### src/rtl/press_pkg.sv
// Shared types for the press classifier: FSM states and event codes.
package press_pkg;

    typedef enum logic [1:0] {
        StIdle,
        StPressed,
        StGap,
        StPressed2
    } press_state_t;

    typedef enum logic [1:0] {
        EvtNone   = 2'b00,
        EvtShort  = 2'b01,
        EvtLong   = 2'b10,
        EvtDouble = 2'b11
    } press_evt_t;

endpackage

### src/rtl/press_evt_hold.sv
// One-entry valid/ready holding register for classified events, with sticky overrun.
module press_evt_hold
    import press_pkg::*;
(
    input  logic       clk,
    input  logic       n_rst,
    input  logic       emit,
    input  press_evt_t emit_code,
    input  logic       evt_ready,
    input  logic       ovr_clr,
    output logic       evt_valid,
    output logic [1:0] evt_code,
    output logic       overrun
);

    logic       valid_q, valid_d;
    press_evt_t code_q, code_d;
    logic       overrun_q, overrun_d;
    logic       freed;
    logic       drop;

    assign freed = valid_q && evt_ready;
    // A slot freed by this cycle's handshake can take a new event immediately.
    assign drop  = emit && valid_q && !freed;

    always_comb begin
        valid_d   = valid_q;
        code_d    = code_q;
        overrun_d = overrun_q;
        if (freed) begin
            valid_d = 1'b0;
            code_d  = EvtNone;
        end
        if (emit && !drop) begin
            valid_d = 1'b1;
            code_d  = emit_code;
        end
        if (ovr_clr) begin
            overrun_d = 1'b0;
        end
        if (drop) begin
            overrun_d = 1'b1;
        end
    end

    always_ff @(posedge clk) begin
        if (!n_rst) begin
            valid_q   <= 1'b0;
            code_q    <= EvtNone;
            overrun_q <= 1'b0;
        end else begin
            valid_q   <= valid_d;
            code_q    <= code_d;
            overrun_q <= overrun_d;
        end
    end

    assign evt_valid = valid_q;
    assign evt_code  = code_q;
    assign overrun   = overrun_q;

endmodule

### src/rtl/press_classifier.sv
// Times press and release edges and classifies each gesture as SHORT, LONG or DOUBLE.
module press_classifier
    import press_pkg::*;
#(
    parameter int unsigned CNT_W      = 16,
    parameter int unsigned LONG_TICKS = 1000,
    parameter int unsigned DBL_GAP    = 200
) (
    input  logic       clk,
    input  logic       n_rst,
    input  logic       pos_edge,
    input  logic       neg_edge,
    input  logic       evt_ready,
    input  logic       ovr_clr,
    output logic       evt_valid,
    output logic [1:0] evt_code,
    output logic       overrun,
    output logic       busy
);

    localparam logic [CNT_W-1:0] LongTh = CNT_W'(LONG_TICKS);
    localparam logic [CNT_W-1:0] GapTh  = CNT_W'(DBL_GAP);
    localparam logic [CNT_W-1:0] CntOne = CNT_W'(1);

    press_state_t     state_q, state_d;
    logic [CNT_W-1:0] cnt_q, cnt_d;
    logic [CNT_W-1:0] cnt_sat;
    logic             pe, ne;
    logic             emit;
    press_evt_t       emit_code;

    // Simultaneous press and release is a glitch: treat both as absent.
    assign pe      = pos_edge && !neg_edge;
    assign ne      = neg_edge && !pos_edge;
    assign cnt_sat = (cnt_q == '1) ? cnt_q : cnt_q + CntOne;

    always_comb begin
        state_d   = state_q;
        cnt_d     = cnt_q;
        emit      = 1'b0;
        emit_code = EvtNone;
        unique case (state_q)
            StIdle: begin
                if (pe) begin
                    state_d = StPressed;
                    cnt_d   = CntOne;
                end
            end
            StPressed: begin
                cnt_d = cnt_sat;
                if (ne) begin
                    if (cnt_q >= LongTh) begin
                        emit      = 1'b1;
                        emit_code = EvtLong;
                        state_d   = StIdle;
                        cnt_d     = '0;
                    end else begin
                        state_d = StGap;
                        cnt_d   = CntOne;
                    end
                end
            end
            StGap: begin
                if (pe) begin
                    state_d = StPressed2;
                end else if (cnt_q == GapTh) begin
                    emit      = 1'b1;
                    emit_code = EvtShort;
                    state_d   = StIdle;
                    cnt_d     = '0;
                end else begin
                    cnt_d = cnt_sat;
                end
            end
            StPressed2: begin
                cnt_d = cnt_sat;
                if (ne) begin
                    emit      = 1'b1;
                    emit_code = EvtDouble;
                    state_d   = StIdle;
                    cnt_d     = '0;
                end
            end
            default: begin
                state_d = StIdle;
                cnt_d   = '0;
            end
        endcase
    end

    always_ff @(posedge clk) begin
        if (!n_rst) begin
            state_q <= StIdle;
            cnt_q   <= '0;
        end else begin
            state_q <= state_d;
            cnt_q   <= cnt_d;
        end
    end

    assign busy = (state_q != StIdle);

    press_evt_hold u_hold (
        .clk       (clk),
        .n_rst     (n_rst),
        .emit      (emit),
        .emit_code (emit_code),
        .evt_ready (evt_ready),
        .ovr_clr   (ovr_clr),
        .evt_valid (evt_valid),
        .evt_code  (evt_code),
        .overrun   (overrun)
    );

endmodule

### config.mk
export PLATFORM = sky130hd
export DESIGN_NAME = press_classifier
export DESIGN_NICKNAME = d
export VERILOG_FILES = /design/src/rtl/press_pkg.sv /design/src/rtl/press_evt_hold.sv /design/src/rtl/press_classifier.sv
export SDC_FILE = /design/constraint.sdc
export NUM_CORES = 1
export LEC_CHECK = 0
export ABC_CLOCK_PERIOD_IN_PS = 2100
export BUFFER_PORTS_ARGS = -buffer_cell sky130_fd_sc_hd__buf_4
export CORE_UTILIZATION = 39
export CTS_BUF_LIST = sky130_fd_sc_hd__clkbuf_8
export CTS_CLUSTER_SIZE = 8
export DETAILED_ROUTE_END_ITERATION = 6
export PLACE_DENSITY_LB_ADDON = 0.15
export SKIP_CTS_REPAIR_TIMING = 1
export SLEW_MARGIN = 20
export SYNTH_ARGS = -nofsm -noshare
export SYNTH_HDL_FRONTEND = slang
export SYNTH_SLANG_ARGS = --single-unit
### constraint.sdc
create_clock -name clk -period 2.1 [get_ports clk]
set_input_delay 0.315 -clock clk [delete_from_list [all_inputs] [get_ports clk]]
set_output_delay 0.315 -clock clk [all_outputs]
set_load 0.03 [all_outputs]
==> results_dict.tcl, run 1 <==
set metrics [dict create \
    yosys-top-cells-area "dfxtp_1 30%, o21ai_0 4.8%, nand4_1 4.7%" \
    finClkSkew_ns 0.00800 \
    clock-root-buffer "clkbuf_8" \
    synth_top_cell_by_area "dfxtp_1" \
    cts_buffers 3 \
    synth-edff-count 0 \
    cts.sinks 22 \
    worstMarginPinSlew_ns 0.364 \
    rr_startpoint "cnt_q[13]" \
    io_buffers 10 \
    core-area_mm2 0.00347 \
    synth-seq-cells 22 \
    p_leak_uw 0.000634 \
    power_density_mw_per_mm2 546 \
    hold_violations 0 \
    ir_drop_v 0.000236 \
    crit_path_end "u_hold.evt_code[1]" \
    dr.first_iter.drc_count 179 \
    grt_use_total_pct 20.1 \
    crit_type "reg -> reg" \
    netlist_area_mm2 0.00146 \
    yosys_warnings 0 \
    r2r_end "u_hold.evt_code[1]" \
    finalNetCount 214 \
    areaGrowthSynthToFinish_pct 18.3 \
    die-area_mm2 0.00399 \
    cp-end-kind "flip-flop" \
    reg2reg_slack_ns 0.09 \
    drive_gt1_share_pct 24.9 \
    hold_slack_ns 0.328 \
    critical_path.startpoint "cnt_q[13]" \
    r2r.worst_path.cells 5 \
    setup_viol 0 \
    ys.flop_type "dfxtp_1" \
    grt_pass1_wl_mm 6.44 \
    via_per_inst 5.92 \
    worstPathArrival_ns 2.16 \
    die_w_um 63.2 \
    antenna_found_initial 0 \
    synth.net_count 193 \
    max_cap_viol_count 0 \
    clk_latency_ns 0.27 \
    dr.pass1.iters 6 \
    post-route-min-period_ns 2.01 \
    outcome "completed" \
    worst_slack_ns 0.0889 \
    synthArstFlopShare_pct 0 \
    crit_fanout 7 \
    ios 11 \
    tns_ns 0 \
    dp_slack_ns 0.0558 \
    max_freq_mhz 497 \
    ant_nets 0 \
    remaining_drc_errors 0 \
    wirelength_mm 3.83 \
    place_congestion 0.893 \
    antenna_cells 0 \
    via_count 1487 \
    hpwl_mm 2.79 \
    startpoint_type "flip-flop" \
    period_share_pct 95.8 \
    netlist_instances 185 \
    synth.distinct_cells 51 \
    grt_max_degree 18 \
    die_h_um 63.2 \
    ys_seq_area_share_pct 30.2 \
    initial_utilization_pct 42.1 \
    rsz0062_at_grt "no" \
    slew_headroom_pct 75.1 \
    synth_top_area_share_pct 30.2 \
    path_clk_slew_ns 0.08 \
    dp.cells 246 \
    htree_levels 1 \
    clk_path_buf_depth 2 \
    grt_pass1_vias 1390 \
    min_path_type "in -> reg" \
    fin_cells 251 \
    wl_per_cell_um 15.3 \
    tritoncts "built" \
    crit_required_ns 2.25 \
    avgSynthCellArea_um2 7.89 \
    row_count 21 \
    report.final.slew_viol_count 0 \
    grt_overflow_total 0 \
]
-- synthesized netlist by cell type (all sizes together), types with 5 or more instances --
| cell | n |
|---|---|
| o21ai | 15 |
| a31oi | 5 |
| nor3 | 9 |
| nand2 | 9 |
| a21oi | 12 |
| nor2 | 18 |
| inv | 8 |
| dfxtp | 22 |
| nand3 | 13 |
| clkbuf | 7 |
| nand4 | 11 |
-- worst max-delay path, cell delays in order, from the launching register on --
cell and delay (ns):
dfxtp_1 0.32, or4_4 0.54, and4b_2 0.39, and3_4 0.23
nor4_1 0.05, or3_1 0.37
-- stage by stage --
step / area [µm²] / util, % / total power, µW
6_report: 1730 / 49.8 / 943
5_1_grt: 1730 / 49.8 / 976
4_1_cts: 1680 / 48.4 / 943
3_5_place_dp: 1610 / 46.4 / 546
3_3_place_gp: 1610 / 46.4 / 545
2_1_floorplan: 1460 / - / 507
-- cell families after synthesis --
logic type	count (synthesis)	share of synthesized area (%)
buf+inv	18	8.74
fa+ha+maj	3	2.40
xor+xnor	4	2.40
compound gates	45	19.1
flops	22	30.2
simple gates	89	34.1
mux	4	3.08
-- cell type report --
class                   instances  area, µm²
fillers                       343       1740
multi-input cells             145        927
clock inverters                 1       30.0
flip-flops and latches         22        443
well taps                      46       57.6
repair buffers                 26        199
clock buffers                   3       41.3
inverters                       8       30.0
-- layer usage --
| layer | vias to the layer above | track usage (%) | share of wire [%] |
|---|---|---|---|
| met2 | 61 | 31.6 | 45 |
| li1 | 728 | - | - |
| met4 | 0 | 5.97 | 0.91 |
| met3 | 4 | 2.36 | 5.3 |
| met5 | - | 0 | 0 |
| met1 | 694 | 28.6 | 48 |
-- state kept, by name (all words and copies together) (netlist names) --
signal / cells
state_q: 2
cnt_q: 16
u_hold.evt_code: 2
u_hold.evt_valid: 1
u_hold.overrun: 1
-- cells in the final DEF (no fill, tap or decap), types with 3 or more instances in the layout --
cell,instances
a21oi_1,12
nor2_1,17
xnor2_1,3
a31oi_1,5
o21ai_0,14
inv_1,8
nand3_1,13
nand2_1,9
nor3_1,9
clkbuf_8,3
nand4_1,11
nand2b_1,4
dfxtp_1,20
buf_4,25
-- worst min-delay path by stage --
stage	startpoint	end	slack, ns	cells past startpoint
6_report	ovr_clr	u_hold.overrun	0.33	3
5_1_grt	evt_ready	u_hold.evt_code[0]	0.35	3
2_1_floorplan	evt_ready	u_hold.evt_code[0]	0.48	2
3_3_place_gp	u_hold.overrun	u_hold.overrun	0.47	2
4_1_cts	ovr_clr	u_hold.overrun	0.33	3
3_5_place_dp	u_hold.overrun	u_hold.overrun	0.48	2
-- power breakdown --
group	switching (µW)	internal (µW)
Clock	148	255
Sequential	10.2	424
Combinational	64.1	42.4
Total	222	721
Power figures use the tool's default switching activity.
==> run 2: changes to the inputs <==
--- a/config.mk
+++ b/config.mk
@@ -7,7 +7,7 @@
 export LEC_CHECK = 0
 export ABC_CLOCK_PERIOD_IN_PS = 2100
 export BUFFER_PORTS_ARGS = -buffer_cell sky130_fd_sc_hd__buf_4
-export CORE_UTILIZATION = 39
+export CORE_UTILIZATION = 50
 export CTS_BUF_LIST = sky130_fd_sc_hd__clkbuf_8
 export CTS_CLUSTER_SIZE = 8
 export DETAILED_ROUTE_END_ITERATION = 6
==> results_dict.tcl, run 2 (synthesis gave the netlist of run 1 again) <==
set metrics [dict create \
    antenna_found_initial 0 \
    die_h_um 56.0 \
    worstMarginPinSlew_ns 0.477 \
    row_count 19 \
    internal-power_uw 721 \
    place_congestion 0.905 \
    crit_fanout 7 \
    design_area_mm2 0.00167 \
    p_leak_uw 0.000612 \
    drive_gt1_share_pct 22.5 \
    die-area_mm2 0.00314 \
    via_count 1481 \
    path_clk_slew_ns 0.08 \
    max_cap_viol_count 0 \
    io_buffers 10 \
    power_density_mw_per_mm2 563 \
    worstPathArrival_ns 2.17 \
    clk_path_buf_depth 2 \
    hold_violations 0 \
    cts.sinks 22 \
    grt_pass1_vias 1398 \
    max_freq_mhz 492 \
    wirelength_mm 3.89 \
    largest_reg_flops 16 \
    core-area_mm2 0.00276 \
    hpwl_mm 2.74 \
    power_frac_clock_pct 42.2 \
    p_comb_share_pct 11.7 \
    min_path_type "in -> reg" \
    remaining_drc_errors 0 \
    wl_per_cell_um 16.6 \
    tritoncts "built" \
    dr.pass1.iters 4 \
    cts_buffers 3 \
    rsz0062_at_grt "yes" \
    initial_utilization_pct 52.9 \
    cp-end-kind "flip-flop" \
    placed_cell_area_mm2 0.00157 \
    slew_headroom_pct 68.2 \
    setup_viol 0 \
    antenna_cells 0 \
    areaGrowthSynthToFinish_pct 14.5 \
    die_w_um 56.0 \
    clk_latency_ns 0.27 \
    ios 11 \
    grt_overflow_total 0 \
    dp_slack_ns 0.0203 \
    power_frac_seq_pct 46.1 \
    final_cell_mix "25 x buf_4, 21 x dfxtp_1, 17 x nor2_1" \
    ant_nets 0 \
    htree_levels 1 \
    crit_type "reg -> reg" \
    startpoint_type "flip-flop" \
    finClkSkew_ns 0.00863 \
    p_sw_uw 220 \
    outcome "completed" \
    crit_required_ns 2.24 \
    post-route-min-period_ns 2.03 \
    dr.first_iter.drc_count 79 \
    grt_use_total_pct 25.9 \
    largest-register "cnt_q" \
    grt_max_degree 18 \
    switching_share_pct 23.4 \
    period_share_pct 96.7 \
    final_common_cell "buf_4" \
    clock-root-buffer "clkbuf_8" \
    worst_slack_ns 0.0694 \
    finalNetCount 213 \
    via_per_inst 6.30 \
    grt_pass1_wl_mm 6.50 \
    report.final.slew_viol_count 0 \
    ir_drop_v 0.000624 \
]
-- run 2: path summary, 6_finish.rpt --
| check | cells past startpoint | end | startpoint | slack [ns] |
|---|---|---|---|---|
| worst min-delay path | 3 | u_hold.overrun | ovr_clr | 0.32 |
| worst max-delay path | 5 | u_hold.evt_code[1] | cnt_q[13] | 0.07 |
| worst max register to register | 5 | u_hold.evt_code[1] | cnt_q[13] | 0.07 |
| worst min register to register | 2 | u_hold.overrun | u_hold.overrun | 0.49 |
-- run 2: through the flow --
step	util [%]	total power, µW	TNS [ns]	hold slack [ns]	instances
floorplan	-	507	0	0.478	185
global placement	57.1	543	0	0.468	229
detailed placement	57.1	548	0	0.477	229
CTS	59.7	947	-0.00983	0.325	233
global route	60.6	982	-0.00224	0.345	235
finish	60.6	941	0	0.324	235
-- run 2: power groups by stage --
stage,Combinational (µW),Sequential [µW],Clock [µW]
CTS,106,433,408
finish,110,434,398
detailed placement,105,443,0
global route,120,436,426
global placement,100,442,0
floorplan,69.4,438,0
-- run 2: worst max-delay path, cell delays in order (launching register included) --
cell,delay [ns]
dfxtp_1,0.32
or4_1,0.55
and4b_2,0.39
and3_4,0.23
nor4_1,0.05
or3_1,0.38
-- run 2: area by class of cell --
cell class,instances,area (µm²)
clock buffer,3,41.3
clock inverter,1,30.0
fill,252,1090
inverter,8,30.0
multi-input combinational,145,902
sequential,22,442
tap,31,38.8
timing repair buffer,25,188
-- run 2: metal layers --
metal | GRT usage, % | vias up | part of all wire (%)
li1 | - | 723 | -
met1 | 36.5 | 682 | 43
met2 | 41.5 | 70 | 48
met3 | 3.26 | 6 | 7.0
met4 | 7.67 | 0 | 1.4
met5 | 0 | - | 0
